--- src/rtl/fp_accumulate_if.sv ---
// fp_accumulate_if: stream handshake bundle for fp_accumulate.
// Input element channel (valid/ready/data/last) and result channel (valid/ready/data/count/ovf).
interface fp_accumulate_if #(
  parameter int WIDTH = 16,
  parameter int CNT_W = 16
);
  logic             in_valid;
  logic             in_ready;
  logic [WIDTH-1:0] in_data;
  logic             in_last;
  logic             out_valid;
  logic             out_ready;
  logic [WIDTH-1:0] out_data;
  logic [CNT_W-1:0] out_count;
  logic             out_ovf;

  modport master (
    output in_valid, in_data, in_last, out_ready,
    input  in_ready, out_valid, out_data, out_count, out_ovf
  );

  modport slave (
    input  in_valid, in_data, in_last, out_ready,
    output in_ready, out_valid, out_data, out_count, out_ovf
  );
endinterface

--- src/rtl/fp_accumulate.sv ---
// fp_accumulate: [s][e][m] stream accumulator, one packet -> one sum.
// Ports: clock, clock_areset_n (async low), clear (sync abort), bus (fp_accumulate_if.slave).
// Optional: FP_ACCUMULATE_RNE_EN selects round-nearest-even, else truncate.
module fp_accumulate #(
  parameter int EXP   = 8,
  parameter int MANT  = 7,
  parameter int WIDTH = EXP + MANT + 1,
  parameter int CNT_W = 16
) (
  input  logic clock,
  input  logic clock_areset_n,
  input  logic clear,
  fp_accumulate_if.slave bus
);

  localparam int MW  = MANT + 4;
  localparam int LZW = $clog2(MW + 1);
  localparam int EW  = EXP + 2;
  localparam logic [EXP-1:0] MW_E  = EXP'(MW);
  localparam logic [EXP-1:0] E_MAX = '1;

  typedef enum logic [2:0] {
    S_IDLE,
    S_READY,
    S_ALIGN,
    S_NORM,
    S_OUT
  } state_t;

  state_t r_state;
  state_t w_next;

  logic [WIDTH-1:0] r_acc;
  logic [WIDTH-1:0] r_elem;
  logic             r_last;
  logic [CNT_W-1:0] r_cnt;
  logic             r_ovf;

  logic             r_sa;
  logic [EXP-1:0]   r_ea;
  logic [MW-1:0]    r_ma;
  logic [MW-1:0]    r_mb;
  logic             r_sub;
  logic             r_inf;
  logic             r_inf_s;

  // Align stage
  logic           w_acc_s;
  logic           w_el_s;
  logic [EXP-1:0] w_acc_e;
  logic [EXP-1:0] w_el_e;
  logic [MW-1:0]  w_acc_m;
  logic [MW-1:0]  w_el_m;
  logic           w_acc_inf;
  logic           w_el_inf;
  logic           w_swap;
  logic           w_sa;
  logic           w_sb;
  logic [EXP-1:0] w_ea;
  logic [EXP-1:0] w_eb;
  logic [MW-1:0]  w_ma;
  logic [MW-1:0]  w_mb;
  logic [EXP-1:0] w_delta;
  logic [MW-1:0]  w_mask;
  logic [MW-1:0]  w_mb_al;

  always_comb begin
    w_acc_s = r_acc[WIDTH-1];
    w_acc_e = r_acc[WIDTH-2 -: EXP];
    w_acc_m = '0;
    if (w_acc_e != '0)
      w_acc_m = {1'b1, r_acc[MANT-1:0], 3'b000};
    w_el_s = r_elem[WIDTH-1];
    w_el_e = r_elem[WIDTH-2 -: EXP];
    w_el_m = '0;
    if (w_el_e != '0)
      w_el_m = {1'b1, r_elem[MANT-1:0], 3'b000};
    w_acc_inf = &w_acc_e;
    w_el_inf  = &w_el_e;
    // exponent-then-mantissa magnitude compare
    w_swap = {w_el_e, w_el_m} > {w_acc_e, w_acc_m};
    if (w_swap) begin
      w_sa = w_el_s;
      w_ea = w_el_e;
      w_ma = w_el_m;
      w_sb = w_acc_s;
      w_eb = w_acc_e;
      w_mb = w_acc_m;
    end else begin
      w_sa = w_acc_s;
      w_ea = w_acc_e;
      w_ma = w_acc_m;
      w_sb = w_el_s;
      w_eb = w_el_e;
      w_mb = w_el_m;
    end
    w_delta = w_ea - w_eb;
    w_mask  = ~({MW{1'b1}} << w_delta);
    // far-out B collapses into the sticky bit
    if (w_delta >= MW_E)
      w_mb_al = {{(MW-1){1'b0}}, |w_mb};
    else
      w_mb_al = (w_mb >> w_delta)
              | {{(MW-1){1'b0}}, |(w_mb & w_mask)};
  end

  // Normalise stage
  logic [MW:0]      w_sum;
  logic [LZW-1:0]   w_lz;
  logic [MW-1:0]    w_nrm;
  logic [EW-1:0]    w_en;
  logic [EW-1:0]    w_ef;
  logic             w_inc;
  logic [MANT+1:0]  w_rnd;
  logic [MANT-1:0]  w_mf;
  logic [WIDTH-1:0] w_res;
  logic             w_res_ovf;
  logic             w_unused;

  always_comb begin
    if (r_sub)
      w_sum = {1'b0, r_ma} - {1'b0, r_mb};
    else
      w_sum = {1'b0, r_ma} + {1'b0, r_mb};
    w_lz = '0;
    for (int i = 0; i < MW; i++)
      if (w_sum[i])
        w_lz = LZW'(MW - 1 - i);
    if (w_sum[MW]) begin
      w_nrm = {w_sum[MW:2], w_sum[1] | w_sum[0]};
      w_en  = {2'b00, r_ea} + EW'(1);
    end else begin
      w_nrm = w_sum[MW-1:0] << w_lz;
      w_en  = {2'b00, r_ea}
            - {{(EW-LZW){1'b0}}, w_lz};
    end
`ifdef FP_ACCUMULATE_RNE_EN
    w_inc = w_nrm[2] & (w_nrm[1] | w_nrm[0] | w_nrm[3]);
`else
    w_inc = 1'b0;
`endif
    w_rnd = {2'b01, w_nrm[MW-2:3]}
          + {{(MANT+1){1'b0}}, w_inc};
    // rounding carry: mantissa wraps to 0, exponent +1
    if (w_rnd[MANT+1]) begin
      w_mf = w_rnd[MANT:1];
      w_ef = w_en + EW'(1);
    end else begin
      w_mf = w_rnd[MANT-1:0];
      w_ef = w_en;
    end
    w_res     = '0;
    w_res_ovf = 1'b0;
    if (r_inf) begin
      w_res     = {r_inf_s, E_MAX, {MANT{1'b0}}};
      w_res_ovf = 1'b1;
    end else if (w_sum == '0 || w_ef[EW-1] || w_ef == '0) begin
      w_res = '0;
    end else if (w_ef >= {2'b00, E_MAX}) begin
      w_res     = {r_sa, E_MAX, {MANT{1'b0}}};
      w_res_ovf = 1'b1;
    end else begin
      w_res = {r_sa, w_ef[EXP-1:0], w_mf};
    end
  end

  assign w_unused = ^{w_nrm[MW-1], w_nrm[2:0]};

  // FSM
  always_ff @(posedge clock or negedge clock_areset_n) begin
    if (!clock_areset_n)
      r_state <= S_IDLE;
    else
      r_state <= w_next;
  end

  always_comb begin
    w_next        = r_state;
    bus.in_ready  = 1'b0;
    bus.out_valid = 1'b0;
    bus.out_data  = '0;
    bus.out_count = '0;
    bus.out_ovf   = 1'b0;
    unique case (r_state)
      S_IDLE, S_READY: begin
        bus.in_ready = 1'b1;
        if (bus.in_valid)
          w_next = S_ALIGN;
      end
      S_ALIGN: w_next = S_NORM;
      S_NORM:  w_next = r_last ? S_OUT : S_READY;
      S_OUT: begin
        bus.out_valid = 1'b1;
        bus.out_data  = r_acc;
        bus.out_count = r_cnt;
        bus.out_ovf   = r_ovf;
        if (bus.out_ready)
          w_next = S_IDLE;
      end
      default: w_next = S_IDLE;
    endcase
    if (clear)
      w_next = S_IDLE;
  end

  // Datapath registers
  always_ff @(posedge clock or negedge clock_areset_n) begin
    if (!clock_areset_n) begin
      r_acc   <= '0;
      r_elem  <= '0;
      r_last  <= 1'b0;
      r_cnt   <= '0;
      r_ovf   <= 1'b0;
      r_sa    <= 1'b0;
      r_ea    <= '0;
      r_ma    <= '0;
      r_mb    <= '0;
      r_sub   <= 1'b0;
      r_inf   <= 1'b0;
      r_inf_s <= 1'b0;
    end else if (clear) begin
      r_acc   <= '0;
      r_elem  <= '0;
      r_last  <= 1'b0;
      r_cnt   <= '0;
      r_ovf   <= 1'b0;
      r_sa    <= 1'b0;
      r_ea    <= '0;
      r_ma    <= '0;
      r_mb    <= '0;
      r_sub   <= 1'b0;
      r_inf   <= 1'b0;
      r_inf_s <= 1'b0;
    end else begin
      unique case (r_state)
        S_IDLE, S_READY: begin
          if (bus.in_valid) begin
            r_elem <= bus.in_data;
            r_last <= bus.in_last;
            if (!(&r_cnt))
              r_cnt <= r_cnt + CNT_W'(1);
          end
        end
        S_ALIGN: begin
          r_sa    <= w_sa;
          r_ea    <= w_ea;
          r_ma    <= w_ma;
          r_mb    <= w_mb_al;
          r_sub   <= w_sa ^ w_sb;
          // an inf anywhere pins the sum to inf
          r_inf   <= w_el_inf | w_acc_inf;
          r_inf_s <= w_el_inf ? w_el_s : w_acc_s;
        end
        S_NORM: begin
          r_acc <= w_res;
          r_ovf <= r_ovf | w_res_ovf;
        end
        S_OUT: begin
          if (bus.out_ready) begin
            r_acc <= '0;
            r_cnt <= '0;
            r_ovf <= 1'b0;
          end
        end
        default: ;
      endcase
    end
  end

endmodule

--- src/flat_wrapper.sv ---
// flat-port wrapper written by rule: the top's interface ports become plain ports
module fp_accumulate_flat 
#(
  parameter int EXP   = 8,
  parameter int MANT  = 7,
  parameter int WIDTH = EXP + MANT + 1,
  parameter int CNT_W = 16
)
  (clock, clock_areset_n, clear, bus_in_valid, bus_in_data, bus_in_last, bus_out_ready, bus_in_ready, bus_out_valid, bus_out_data, bus_out_count, bus_out_ovf);
  fp_accumulate_if #(.WIDTH(WIDTH), .CNT_W(CNT_W)) bus_i ();
  input  logic clock;
  input  logic clock_areset_n;
  input  logic clear;
  input wire logic [$bits(bus_i.in_valid)-1:0] bus_in_valid;
  input wire logic [$bits(bus_i.in_data)-1:0] bus_in_data;
  input wire logic [$bits(bus_i.in_last)-1:0] bus_in_last;
  input wire logic [$bits(bus_i.out_ready)-1:0] bus_out_ready;
  output wire logic [$bits(bus_i.in_ready)-1:0] bus_in_ready;
  output wire logic [$bits(bus_i.out_valid)-1:0] bus_out_valid;
  output wire logic [$bits(bus_i.out_data)-1:0] bus_out_data;
  output wire logic [$bits(bus_i.out_count)-1:0] bus_out_count;
  output wire logic [$bits(bus_i.out_ovf)-1:0] bus_out_ovf;
  assign bus_i.in_valid = bus_in_valid;
  assign bus_i.in_data = bus_in_data;
  assign bus_i.in_last = bus_in_last;
  assign bus_i.out_ready = bus_out_ready;
  assign bus_in_ready = bus_i.in_ready;
  assign bus_out_valid = bus_i.out_valid;
  assign bus_out_data = bus_i.out_data;
  assign bus_out_count = bus_i.out_count;
  assign bus_out_ovf = bus_i.out_ovf;
  fp_accumulate #(.EXP(EXP), .MANT(MANT), .WIDTH(WIDTH), .CNT_W(CNT_W)) u_core (.clock(clock), .clock_areset_n(clock_areset_n), .clear(clear), .bus(bus_i));
endmodule
--- config.mk ---
export PLATFORM = sky130hd
export DESIGN_NAME = fp_accumulate_flat
export DESIGN_NICKNAME = d
export VERILOG_FILES = /design/src/rtl/fp_accumulate_if.sv /design/src/rtl/fp_accumulate.sv /design/src/flat_wrapper.sv
export SDC_FILE = /design/constraint.sdc
export NUM_CORES = 1
export LEC_CHECK = 0
export ABC_AREA = 1
export CORE_MARGIN = 3
export CORE_UTILIZATION = 61
export CTS_BUF_LIST = sky130_fd_sc_hd__clkbuf_4 sky130_fd_sc_hd__clkbuf_8
export DETAILED_ROUTE_END_ITERATION = 7
export GPL_TIMING_DRIVEN = 0
export PLACE_DENSITY = 0.83
export RECOVER_POWER = 25
export SKIP_CTS_REPAIR_TIMING = 1
export SLEW_MARGIN = 20
export SYNTH_ARGS = -nofsm -noshare
export SYNTH_HDL_FRONTEND = slang
export SYNTH_SLANG_ARGS = --single-unit
--- constraint.sdc ---
create_clock -name clock -period 5.8 [get_ports clock]
set_input_delay 1.45 -clock clock [delete_from_list [all_inputs] [get_ports clock]]
set_output_delay 1.45 -clock clock [all_outputs]
set_load 0.05 [all_outputs]
**Word level (Yosys, flattened, before mapping)**

Index checks and enable logic that the tools add are counted.

- Output and inout port bits: 35
- Memories kept: 0
- Latch bits: 0
- RAM bits: 0
- Input bits: 22
- Memory bits (read-only): 0
- Word-level logic and storage cells: 131
- Register bits: 87

- Muxes and demuxes: 70
- Bitwise logic cells: 7
- $add $sub $neg: 6
- Equality and inequality tests: 7
- Reduce and logical (&&, ||, !) cells: 22
- Div/mod/pow operators: 0
- Shifts and indexed selects: 3
- Order comparisons: 3
- Multiply operators: 0

Operators with widths:

| cell | number |
|---|---|
| $mux W16 | 12 |
| $mux W11 | 9 |
| $pmux W16 S2 | 2 |
| $mux W4 | 11 |
| $mux W8 | 4 |
| $mux W1 | 22 |
| $reduce_or A11 Y1 | 2 |
| $mux W10 | 2 |
| $gt A19 B19 Y1 | 1 |
| $add A16 B1 Y16 const B | 1 |
| $reduce_and A16 Y1 | 1 |
| $reduce_and A8 Y1 | 2 |
| $reduce_bool A8 Y1 | 2 |
| $mux W15 | 1 |
| $add A11 B11 Y12 | 1 |
| $logic_not A12 Y1 | 1 |
| $mux W12 | 1 |
| $mux W3 | 4 |
| $pmux W3 S4 | 1 |
| $sub A11 B11 Y12 | 1 |
| $and A11 B11 Y11 | 1 |
| $not A11 Y11 | 1 |
| $or A11 B1 Y11 | 1 |
| $shl A11 B4 Y10 | 1 |
| 22 further kinds | 33 |

**Longest topological paths before layout**

Gate-level depths: netlist of the first run.

- Depth in word-level cells: 22
- Mapped depth: 38
- Depth with buffers taken out: 38

**Worst setup path after synthesis of the first run**

No wires, ideal clock.

- Path kind: register to register
- Start point: reg u_core.r_mb[0]
- End point: reg u_core.r_acc[11]
- Data arrival time: 5,079 ps
- Setup time: 129 ps
- Period minus slack after synthesis: 5,208 ps
- Slack: 592 ps
- Stages on the path, launching flop included: 38
- Path buffers: 0
- Path through: dfrtp_1 > inv_1 > ha_1 > nand2_1 > o31ai_1 > xor2_1 > inv_1 > ha_1 > nand2_1 > nor3_1 > nand2_1 > o211ai_1 > nand3_1 > nand2_1 > xnor2_1 > nand2_1 > nor3_1 > inv_1 > [2 not listed] > ha_1 > a21oi_1 > o21ai_0 > nand2_1 > nand3_1 > nor3_1 > xor2_1 > nand2_2 > nand2_2 > inv_2 > nor3_2 > nand3_2 > nand2_4 > inv_4 > a21oi_4 > o21ai_1 > nand2_1 > o21ai_1

- Word-level cells in the longest chain between the ends: 21

Ends and longest elaborated chain:

| element | RTL line | source |
|---|---|---|
| start, declared | fp_accumulate.sv:42 | `logic [MW-1:0] r_mb;` |
| start signal, assigned | fp_accumulate.sv:248 | `r_mb <= w_mb_al;` |
| $add A11 B11 Y12 / $sub A11 B11 Y12 (equally long branches) | fp_accumulate.sv:124, fp_accumulate.sv:122 |  |
| $mux W12 * | fp_accumulate.sv:121 | `if (r_sub)` |
| $mux W4 (11 in series) | fp_accumulate.sv:127 | `if (w_sum[i])` |
| $sub A8 B4 Y9 | fp_accumulate.sv:135 | `- {{(EW-LZW){1'b0}}, w_lz};` |
| $mux W10 | fp_accumulate.sv:129 | `if (w_sum[MW]) begin` |
| $ge A10 B8 Y1 (tied with other cells) | fp_accumulate.sv:159 | `end else if (w_ef >= {2'b00, E_MAX}) begin` |
| $mux W15 / $logic_or A1 B1 Y1 (equally long branches) | fp_accumulate.sv:159, fp_accumulate.sv:157 |  |
| $mux W16 * | fp_accumulate.sv:157 | `end else if (w_sum == '0 \|\| w_ef[EW-1] \|\| w_ef == '0) begin` |
| $mux W16 * | fp_accumulate.sv:154 | `if (r_inf) begin` |
| $pmux W16 S2 * | fp_accumulate.sv:235 | `unique case (r_state)` |
| $mux W16 * | fp_accumulate.sv:221 | `end else if (clear) begin` |
| end signal, assigned | fp_accumulate.sv:255 | `r_acc <= w_res;` |
| end, declared | fp_accumulate.sv:33 | `logic [WIDTH-1:0] r_acc;` |

Mark *: on every way between the ends. The rest lies on a longest branch, timed or not.
A chain may end at the register's enable or synchronous reset.

**Worst setup path in the final report of the first run**

- Start point: reg u_core.r_mb[1]
- End point: reg u_core.r_acc[13]

- Word-level cells in the longest chain between the ends: 20

Ends and longest elaborated chain:

| element | RTL line |
|---|---|
| $add A11 B11 Y12 / $sub A11 B11 Y12 (equally long branches) | fp_accumulate.sv:124, fp_accumulate.sv:122 |
| $mux W12 * | fp_accumulate.sv:121 |
| $mux W4 (10 in series) | fp_accumulate.sv:127 |
| $sub A8 B4 Y9 | fp_accumulate.sv:135 |
| $mux W10 | fp_accumulate.sv:129 |
| $ge A10 B8 Y1 (tied with other cells) | fp_accumulate.sv:159 |
| $mux W15 / $logic_or A1 B1 Y1 (equally long branches) | fp_accumulate.sv:159, fp_accumulate.sv:157 |
| $mux W16 * | fp_accumulate.sv:157 |
| $mux W16 * | fp_accumulate.sv:154 |
| $pmux W16 S2 * | fp_accumulate.sv:235 |
| $mux W16 * | fp_accumulate.sv:221 |

Marked as above.

==> metrics.txt, run 1 <==
CP arrival=5.67 ns; Core Box Area=11100 µm²; antenna cells=0; relative slew slack=1.29%; register area share after synthesis=29.5%; slowest cell on the critical path=dfrtp_1; skew final=0.0112 ns; Layout fillers=952; fraction of layout cells with a size suffix above 1=9.47%; final hold vios=0; Slowest Stage Delay on Critical Path=0.42 ns; Starting Density=63.9%; FF+latch count, synth=84; FMAX=0.185 GHz; Async SR Flop Fraction=100%; Worst-Margin Slew=1.48 ns; DR DRC count=0; most common cell after layout, fill and taps aside=nand2_1; detailed placement HPWL=15.4 mm; Remaining Overflow, GRT=0; largest cells by area after synthesis=dfrtp_1 30%, nand2_1 12%, inv_1 8.3%; Crit path buffers/inverters=6; Pre-Repair DR Iteration Count=6; clock sink count=84; Die ar.=13000 µm²; RSZ-0062 raised after global routing=no; vias per std cell=5.75; PortBufs=55; Final #Nets=1213; P&R area growth vs syn=16.6%; largest net degree at the start of global routing=60; GRT Util Overall=31.6%; DP Worst Slack=-0.359 ns; clock-pin slew on the worst setup and hold paths=0.09 ns; number of synthesized flops with an enable pin=0; DIE WIDTH=114 µm; first-pass GRT wire length=32.8 mm; Slew Limit Fails=0; share of the synthesized area in the top cell type=29.5%; Row Count=38; Synth area leader=dfrtp_1; total number of vias=7482; root buf cell=clkbuf_8; MaxCap Viol Count=0; min cycle time layout=5.40 ns; crit-path most repeated cell=nand2_1; placer congestion estimate=0.939; Routed Antenna Nets=0; vias in the first global route=6530; CP top delay family=simple AND/OR/NAND/NOR gates; # setup viols final=0; Setup crit start kind=flip-flop; Synth cell types=51; required time worst endpoint=6.07 ns; Crit Path Category=reg -> reg; clock latency on the worst-skew pair=0.39 ns; worst min path class=reg -> reg; CTS Buf Count=9; Final Cycle Share=93.2%; crit path max fanout=6; Die Ht=114 µm; Cell Area, Synth=7110 µm²; top_reg_cell synth=dfrtp_1; Ports=57; clk buf depth=2; htree depth=3; Cells after Synth=1079; outcome=complete, no violations; worst setup margin=0.396 ns; Ys Warns=0; initial antenna violation count=0; most frequent cells in the layout=226 x nand2_1, 155 x inv_1, 112 x nor2_1; Starting DRT DRC Count=956; CTS tree=yes; Setup crit end kind=flip-flop; WL/cell=15.4 µm; Avg Inst Size Synth=6.59 µm²; syn_nets=1136; DRT Wirelength=20.0 mm
==> kinds of logic (layout without fill, tap and decap cells) <==
family          Yosys count  count (layout)  share of synthesized area, %
buf+inv                 200             282                          10.8
simple gates            514             514                          32.7
fa+ha+maj                35              35                          6.26
xor+xnor                 28              28                          3.71
compound gates          217             217                          16.8
mux                       1               1                         0.141
flops                    84              84                          29.5
==> layer usage <==
metal / vias to the layer above / routed length [µm] / global-route usage, %
met4: 0 / 407 / 9.26
li1: 3678 / - / -
met3: 37 / 1870 / 5.20
met2: 367 / 8670 / 46.9
met5: - / 0 / 0
met1: 3400 / 9080 / 47.5
==> flip-flops by register name, indices dropped and copies added, names as in the netlist <==
signal	count
u_core.r_inf	1
u_core.r_mb	11
u_core.r_acc	16
u_core.r_ma	8
u_core.r_sa	1
u_core.r_ea	8
u_core.r_sub	1
u_core.r_elem	16
u_core.r_inf_s	1
u_core.r_last	1
u_core.r_cnt	16
u_core.r_ovf	1
u_core.r_state	3
==> through the flow <==
stage / hold WS [ns] / setup TNS [ns] / std cells / util [%] / instance area [µm²]
after floorplan: 0.449 / 0 / 1079 / - / 7110
after global placement: 0.462 / -1.89 / 1274 / 70.5 / 7840
after detailed placement: 0.474 / -4.20 / 1275 / 70.7 / 7870
after CTS: 0.495 / -6.49 / 1291 / 72.8 / 8100
after global routing: 0.526 / 0 / 1301 / 74.6 / 8300
final: 0.496 / 0 / 1301 / 74.6 / 8300
==> path summary, 6_finish.rpt <==
check | endpoint | start | slack, ns | depth (start not counted)
hold reg to reg | u_core.r_state[0] | u_core.r_last | 0.50 | 1
max in group asynchronous | u_core.r_mb[0] | clock_areset_n | 3.45 | 2
hold / removal | u_core.r_state[0] | u_core.r_last | 0.50 | 1
setup / recovery | u_core.r_acc[13] | u_core.r_mb[1] | 0.40 | 37
setup reg to reg | u_core.r_acc[13] | u_core.r_mb[1] | 0.40 | 37
min in group asynchronous | u_core.r_cnt[15] | clock_areset_n | 1.39 | 1
==> layout make-up <==
class | instances | area [µm²] | share of cell area [%]
clock buffers | 10 | 138 | 1.66
multi-input cells | 795 | 4370 | 52.6
repair buffers | 66 | 647 | 7.80
well taps | 140 | 175 | 2.11
flip-flops and latches | 84 | 2100 | 25.3
plain buffers | 26 | 113 | 1.36
inverters | 174 | 661 | 7.96
clock inverters | 6 | 95.1 | 1.15
==> Yosys cell counts (2+ instances only) <==
library cell / count
nor3_1: 21
o22ai_1: 17
nand3_2: 6
o21ai_0: 110
xor2_1: 22
nor2_2: 6
inv_2: 10
dfrtp_1: 84
o21ai_1: 22
nor2_4: 3
buf_1: 2
o211ai_1: 4
clkinv_1: 5
buf_2: 2
clkbuf_1: 20
o21ai_2: 2
o21a_1: 3
and2_1: 2
o31ai_1: 4
nor2_1: 112
nor4_1: 3
nand2_1: 227
inv_1: 157
nor3_2: 2
nand4_1: 19
nand3_1: 85
a21boi_0: 2
a22oi_1: 4
nand2_2: 18
xnor2_1: 5
a21oi_1: 40
inv_4: 2
a31oi_1: 2
nand2_4: 6
ha_1: 34
Power of run 1 is left out: the tool's default activity adds up to more than one toggle a clock period on the data nets, which glitch-free logic cannot reach.
==> run 2: changes to the inputs <==
- CORE_MARGIN: 3 -> 4
==> run 2 against run 1 <==
Net effect: the run now ends with capacitance limit, slew limit left; design area fell by 1.0%; maximum frequency fell by 0.22%; clock skew rose by 0.0025 ns; clock-buffer cell count rose by 2; setup slack got worse by 0.012 ns; die area rose by 3.5%; cell count rose by 0.15%; critical path depth did not move; flip-flop and latch count did not move; first-iteration DRC count fell by 7.5%; via count fell by 0.27%; worst hold slack got worse by 0.0090 ns.
==> metrics.txt, run 2 (synthesized netlist as in run 1, its figures left out) <==
crit path max fanout=6 (unchanged); Row Count=39 (was 38); min cycle time layout=5.42 ns (was 5.40 ns); first-pass GRT wire length=32.2 mm (was 32.8 mm); required time worst endpoint=6.06 ns (was 6.07 ns); CP arrival=5.68 ns (was 5.67 ns); met3 routed wirelength=1.46 mm (was 1.87 mm); vias in the first global route=6427 (was 6530); htree depth=3 (unchanged); Top Registers=u_core.r_acc: 16 flops, u_core.r_cnt: 16 flops, u_core.r_elem: 16 flops (unchanged); met1 wire length=9.32 mm (was 9.08 mm); worst min path class=reg -> reg (unchanged); Slew Limit Fails=87 (was 0); largest net degree at the start of global routing=56 (was 60); Placed Cells=1278 (was 1275); GRT Util Overall=30.2% (was 31.6%); Slowest Stage Delay on Critical Path=0.45 ns (was 0.42 ns); clock sink count=84 (unchanged); outcome=complete, but fails checks (was complete, no violations); final hold vios=0 (unchanged); Starting Density=62.3% (was 63.9%); DRT Wirelength=20.1 mm (was 20.0 mm); placer congestion estimate=0.951 (was 0.939); Pre-Repair DR Iteration Count=7 (was 6); Ports=57 (unchanged); total number of vias=7462 (was 7482); DIE WIDTH=116 µm (was 114 µm); antenna cells=0 (unchanged); routed wl met2=8.97 mm (was 8.67 mm); root buf cell=clkbuf_8 (unchanged); Crit Path Category=reg -> reg (unchanged); Routed Antenna Nets=0 (unchanged); crit-path most repeated cell=nand2_1 (unchanged); P&R area growth vs syn=15.5% (was 16.6%); detailed placement HPWL=15.6 mm (was 15.4 mm); most frequent cells in the layout=226 x nand2_1, 154 x inv_1, 112 x nor2_1 (was 226 x nand2_1, 155 x inv_1, 112 x nor2_1); WL/cell=15.4 µm (about the same); Max Used Layer=met4 (unchanged); MaxCap Viol Count=2 (was 0); failing checks=capacitance limit, slew limit; Die Ht=116 µm (was 114 µm); slowest cell on the critical path=dfrtp_2 (was dfrtp_1); Setup crit start kind=flip-flop (unchanged); post-route cell area=8210 µm² (was 8300 µm²); Core Box Area=11400 µm² (was 11100 µm²); Cell Area, Placed=7870 µm² (about the same); DR DRC count=0 (unchanged); # setup viols final=0 (unchanged); vias per std cell=5.73 (was 5.75); skew final=0.0137 ns (was 0.0112 ns); Die ar.=13500 µm² (was 13000 µm²); CTS Buf Count=9 (unchanged); most common cell after layout, fill and taps aside=nand2_1 (unchanged); clock latency on the worst-skew pair=0.37 ns (was 0.39 ns); FMAX=0.185 GHz (about the same); initial antenna violation count=0 (unchanged); clk buf depth=2 (unchanged); CTS tree=yes (unchanged); Starting DRT DRC Count=884 (was 956); Non-Filler Instances=1303 (was 1301); clock-pin slew on the worst setup and hold paths=0.09 ns (about the same); Setup crit end kind=flip-flop (unchanged); Final Cycle Share=93.4% (was 93.2%); Final #Nets=1212 (was 1213); relative slew slack=-93.1% (was 1.29%); fraction of layout cells with a size suffix above 1=9.31% (was 9.47%); Worst-Margin Slew=2.90 ns (was 1.48 ns); Remaining Overflow, GRT=0 (unchanged); PortBufs=55 (unchanged)
==> run 2: area by class of cell <==
type / instances / area (µm²)
Clock inverter: 4 / 30.0
Tap cell: 143 / 179
Inverter: 174 / 661
Fill cell: 998 / 3200
Timing Repair Buffer: 65 / 616
Clock buffer: 12 / 165
Buffer: 26 / 113
Sequential cell: 84 / 2100
Multi-Input combinational cell: 795 / 4350
==> run 2: worst max-delay path, delay by kind of cell, from the launching register on <==
family	cells	cell delay, ns
AND/OR/NAND/NOR	17	2.05
XOR/XNOR	3	0.50
flip-flops	1	0.45
adder cells (fa/ha/maj)	3	0.81
AO/OA/AOI/OAI	7	0.93
buffers and inverters	7	0.57
==> run 2: per-stage QoR <==
stage | setup WS, ns | hold WS [ns] | TNS, ns | util, %
finish | 0.384 | 0.487 | 0 | 71.9
global placement | -0.222 | 0.472 | -1.76 | 68.7
global route | -0.0597 | 0.517 | -0.169 | 71.9
detailed placement | -0.388 | 0.468 | -4.27 | 68.9
floorplan | 0.592 | 0.449 | 0 | -
CTS | -0.438 | 0.493 | -5.12 | 70.6
==> run 2: worst paths after layout <==
kind                                  from         endpoint  slack, ns  cells after the start
setup reg to reg            u_core.r_mb[0]  u_core.r_acc[7]       0.38                     37
setup / recovery            u_core.r_mb[0]  u_core.r_acc[7]       0.38                     37
hold / removal             u_core.r_acc[3]  u_core.r_acc[3]       0.49                      2
max in group asynchronous   clock_areset_n      u_core.r_sa       0.91                      2
hold reg to reg            u_core.r_acc[3]  u_core.r_acc[3]       0.49                      2
min in group asynchronous   clock_areset_n   u_core.r_mb[0]       1.46                      1
==> run 2: layer usage <==
layer  vias up  GRT usage [%]
met5         -              0
met4         0           7.04
met3        30           5.07
met2       285           45.4
met1      3468           45.6
li1       3679              -
Power of run 2 is left out for the same reason.
==> run 3: changes to the inputs <==
- PLACE_DENSITY: 0.83 -> default
- PLACE_DENSITY_LB_ADDON: default -> 0.25
==> run 3 against run 2 <==
Net effect: the run still ends with capacitance limit, slew limit left; design area down 0.44%; critical endpoint is now u_core.r_acc[13]; flip-flop and latch count stayed put; register-to-register slack about the same; via count hardly changed; maximum frequency rose by 0.20%; clock skew increased by 0.0027 ns; wire length down 1.8%; cell count is 0.15% lower.
==> metrics.txt, run 3 (synthesized netlist as in run 1, its figures left out) <==
outcome=complete, but fails checks (unchanged); failing checks=capacitance limit, slew limit (unchanged); most frequent cells in the layout=226 x nand2_1, 156 x inv_1, 112 x nor2_1 (was 226 x nand2_1, 154 x inv_1, 112 x nor2_1); Routed Antenna Nets=0 (unchanged); antenna cells=0 (unchanged); Reg2Reg Depth=37 (unchanged); Die ar.=13500 µm² (unchanged); crit-path most repeated cell=nand2_1 (unchanged); worst min path class=reg -> reg (unchanged); relative slew slack=-77.4% (was -93.1%); Setup crit start kind=flip-flop (unchanged); FF-to-FF setup slack=0.39 ns (was 0.38 ns); DRT Wirelength=19.7 mm (was 20.1 mm); Die Ht=116 µm (unchanged); worst r2r src=u_core.r_mb[0] (unchanged); largest net degree at the start of global routing=53 (was 56); FMAX=0.185 GHz (about the same); WL/cell=15.1 µm (was 15.4 µm); crit path from=u_core.r_mb[0] (unchanged); Remaining Overflow, GRT=0 (unchanged); CTS tree=yes (unchanged); CTS Buf Count=9 (unchanged); Final #Nets=1210 (was 1212); final hold vios=0 (unchanged); crit path max fanout=9 (was 6); Crit Path Category=reg -> reg (unchanged); most common cell after layout, fill and taps aside=nand2_1 (unchanged); MaxCap Viol Count=2 (unchanged); fraction of layout cells with a size suffix above 1=8.72% (was 9.31%); P&R area growth vs syn=14.9% (was 15.5%); Final Cycle Share=93.2% (was 93.4%); Pre-Repair DR Iteration Count=6 (was 7); clock-pin slew on the worst setup and hold paths=0.09 ns (about the same); placer congestion estimate=0.961 (was 0.951); Hold Crit Start=u_core.r_last (was u_core.r_acc[3]); htree depth=3 (unchanged); CP arrival=5.65 ns (was 5.68 ns); PortBufs=55 (unchanged); Hold EP=u_core.r_state[0] (was u_core.r_acc[3]); Ports=57 (unchanged); slowest cell on the critical path=dfrtp_2 (unchanged); Setup crit end kind=flip-flop (unchanged); clk buf depth=2 (unchanged); Min Hold Slack=0.483 ns (was 0.487 ns); Worst-Margin Slew=2.66 ns (was 2.90 ns); Slowest Stage Delay on Critical Path=0.46 ns (was 0.45 ns); DIE WIDTH=116 µm (unchanged); clock latency on the worst-skew pair=0.37 ns (about the same); total number of vias=7456 (was 7462); detailed placement HPWL=15.4 mm (was 15.6 mm); WHS Path Cells=1 (was 2); Starting DRT DRC Count=896 (was 884); initial antenna violation count=0 (unchanged); clock sink count=84 (unchanged); min cycle time layout=5.41 ns (was 5.42 ns); Critical R2R Capture=u_core.r_acc[13] (was u_core.r_acc[7]); Slew Limit Fails=87 (unchanged); # setup viols final=0 (unchanged); DR DRC count=0 (unchanged); required time worst endpoint=6.05 ns (was 6.06 ns); Row Count=39 (unchanged); GRT Util Overall=30.0% (was 30.2%); skew final=0.0165 ns (was 0.0137 ns); Setup TNS=0 ns (unchanged); vias in the first global route=6551 (was 6427); Core Box Area=11400 µm² (unchanged); Starting Density=62.3% (unchanged); root buf cell=clkbuf_8 (unchanged); first-pass GRT wire length=32.2 mm (about the same); vias per std cell=5.73 (about the same); Top Registers=u_core.r_acc: 16 flops, u_core.r_cnt: 16 flops, u_core.r_elem: 16 flops (unchanged)
run 3: per-stage QoR:
step	utilization (%)	setup WS [ns]	cell area (µm²)	cells
after floorplan	-	0.592	7110	1079
after global placement	68.7	-0.178	7840	1277
after detailed placement	68.9	-0.183	7870	1278
after CTS	70.6	-0.257	8060	1294
after global routing	71.6	-0.0541	8180	1301
final	71.6	0.394	8180	1301
run 3: critical path, delay by kind of cell (launching register included):
kind	cells	cell delay, ns
adder cells (fa/ha/maj)	3	0.75
flip-flops	1	0.46
AND/OR/NAND/NOR	18	2.04
buffers and inverters	6	0.52
AO/OA/AOI/OAI	7	1.00
XOR/XNOR	3	0.52
run 3: how the worst max path moves through the flow:
stage                  endpoint  slack, ns  cells after the start
6_report       u_core.r_acc[13]       0.39                     37
5_1_grt        u_core.r_acc[10]      -0.05                     37
4_1_cts        u_core.r_acc[13]      -0.26                     37
3_5_place_dp   u_core.r_acc[13]      -0.18                     37
3_3_place_gp   u_core.r_acc[13]      -0.18                     37
2_1_floorplan  u_core.r_acc[11]       0.59                     37
run 3: final cells by class:
type / count / area (µm²)
multi-input combinational: 795 / 4330
fill: 961 / 3240
sequential: 84 / 2100
inverter: 174 / 661
timing repair buffer: 63 / 601
tap: 143 / 179
clock buffer: 11 / 151
buffer: 26 / 111
clock inverter: 5 / 43.8
run 3: layer usage:
metal / vias up / global-route usage [%] / wire (µm)
li1: 3684 / - / -
met1: 3392 / 44.6 / 8830
met2: 342 / 45.5 / 8760
met3: 38 / 5.01 / 1700
met4: 0 / 7.89 / 418
met5: - / 0 / 0
Power of run 3 is left out for the same reason.
==> variant, RTL diff (settings of run 1) <==
Re-encode `state_t` (5 states) as Gray code, 3 bits wide.
--- a/src/rtl/fp_accumulate.sv
+++ b/src/rtl/fp_accumulate.sv
@@ -20,11 +20,11 @@
   localparam logic [EXP-1:0] E_MAX = '1;
 
   typedef enum logic [2:0] {
-    S_IDLE,
-    S_READY,
-    S_ALIGN,
-    S_NORM,
-    S_OUT
+    S_IDLE  = 3'b000,
+    S_READY = 3'b001,
+    S_ALIGN = 3'b011,
+    S_NORM  = 3'b010,
+    S_OUT   = 3'b110
   } state_t;
 
   state_t r_state;
Behaviour: same outputs for any inputs over 4 cycles, from zero or initial values and one cycle with clock_areset_n low; so few cycles prove little.
==> variant against run 1 <==
Maximum frequency is 1.2% lower. Setup slack worse by 66 ps. Wire length rose by 0.23%. Critical endpoint is now u_core.r_acc[7]. Design area up 0.92%. Core utilization increased by 0.37 points. Area after synthesis grew 0.69%. Synthesized cell count up 0.65%. Sequential cell count is the same.
Power is not shown: default switching activity piles up to over one toggle a cycle in this logic, so the estimate is an artifact.
==> variant: results (changes against run 1) <==
run status completed; dpl cells 1,283 (+0.63%); Crit-path slowest cell dfrtp_2; worst r2r path cells 36 (-2.7%); fillers 932 (-2.1%); Wirelength per Cell 15.36 um (-0.23%); area grow syn2layout 16.91%; worst reg2reg setup slack 330 ps (-70 ps); global-route wire length before repair 32,750 um (about the same); Crit Path Max Fanout 7 (+1); area of the multi-input gates 4390 sq um (+0.54%); Starting DRT DRC Count 597 (-38%); post-synthesis compound-gate area fraction 16.03% (-0.76 points); PortBufs 56 (+1.8%); ranking of synthesized cells by area dfrtp_1 (29%), nand2_1 (13%), inv_1 (8.8%); Non-clk invs 177 (+1.7%); nets 1,219 (+0.49%); Seq/total area 25.12% (-0.23 points); Post-Place Worst Slack -639.5 ps (-280.1 ps); non-clk buf share 9.428% (+0.28 points); mux contribution to synthesized area 0.1397% (-0.00096 points); RePlAce Congestion 0.9738 (+3.7%); Via-to-Cell Ratio 5.712 (-0.69%); DP Area 7924 sq um (+0.75%); Max Fclk 182.8 MHz (-1.2%); Cells after Synth 1,086 (+0.65%); vias 7,465 (-0.23%); adder-cell share of the synthesized area 6.218% (-0.043 points); post-synth cell types 54 (+5.9%); Post-synth top cells nand2_1 (243), inv_1 (167), nor2_1 (107), o21ai_0 (99), dfrtp_1 (84); HPWL Detailed 15,730 um (+2.4%); Critical Path End u_core.r_acc[7]; clock skew 15.61 ps (+4.363 ps); Post-Synth XOR/XNOR Area 3.913% (+0.20 points); drt first pass iters 7 (+1); vias in the first global route 6,970 (+6.7%); max incr delay on CP 490 ps (+70 ps); Layout clock buffers 11 (+1); critical path launch point u_core.r_mb[0]; clk cell area share 2.943% (+0.14 points)
[variant: cell types whose count changed in the layout (fill, tap and decap cells not counted), sizes merged, moves of 5 or more]
cell	run 1	this run
inv	171	176
nand2	251	266
a21oi	42	37
nor2	121	110
o21ai	134	118
[variant: routing by layer]
layer / global-route usage [%] / wire length, um
met5: 0 / 0
met4: 11.01 / 589
met3: 5.180 / 1430
met2: 51.29 / 9363
met1: 41.78 / 8690
[variant: worst min-delay path by stage]
stage | start | end | slack, ps | depth (start not counted)
6_report | u_core.r_acc[3] | u_core.r_acc[3] | 500 | 2
2_1_floorplan | u_core.r_acc[3] | u_core.r_acc[3] | 450 | 2
5_1_grt | u_core.r_acc[3] | u_core.r_acc[3] | 530 | 2
3_5_place_dp | u_core.r_acc[3] | u_core.r_acc[3] | 470 | 2
3_3_place_gp | u_core.r_acc[3] | u_core.r_acc[3] | 470 | 2
4_1_cts | u_core.r_acc[3] | u_core.r_acc[3] | 490 | 2
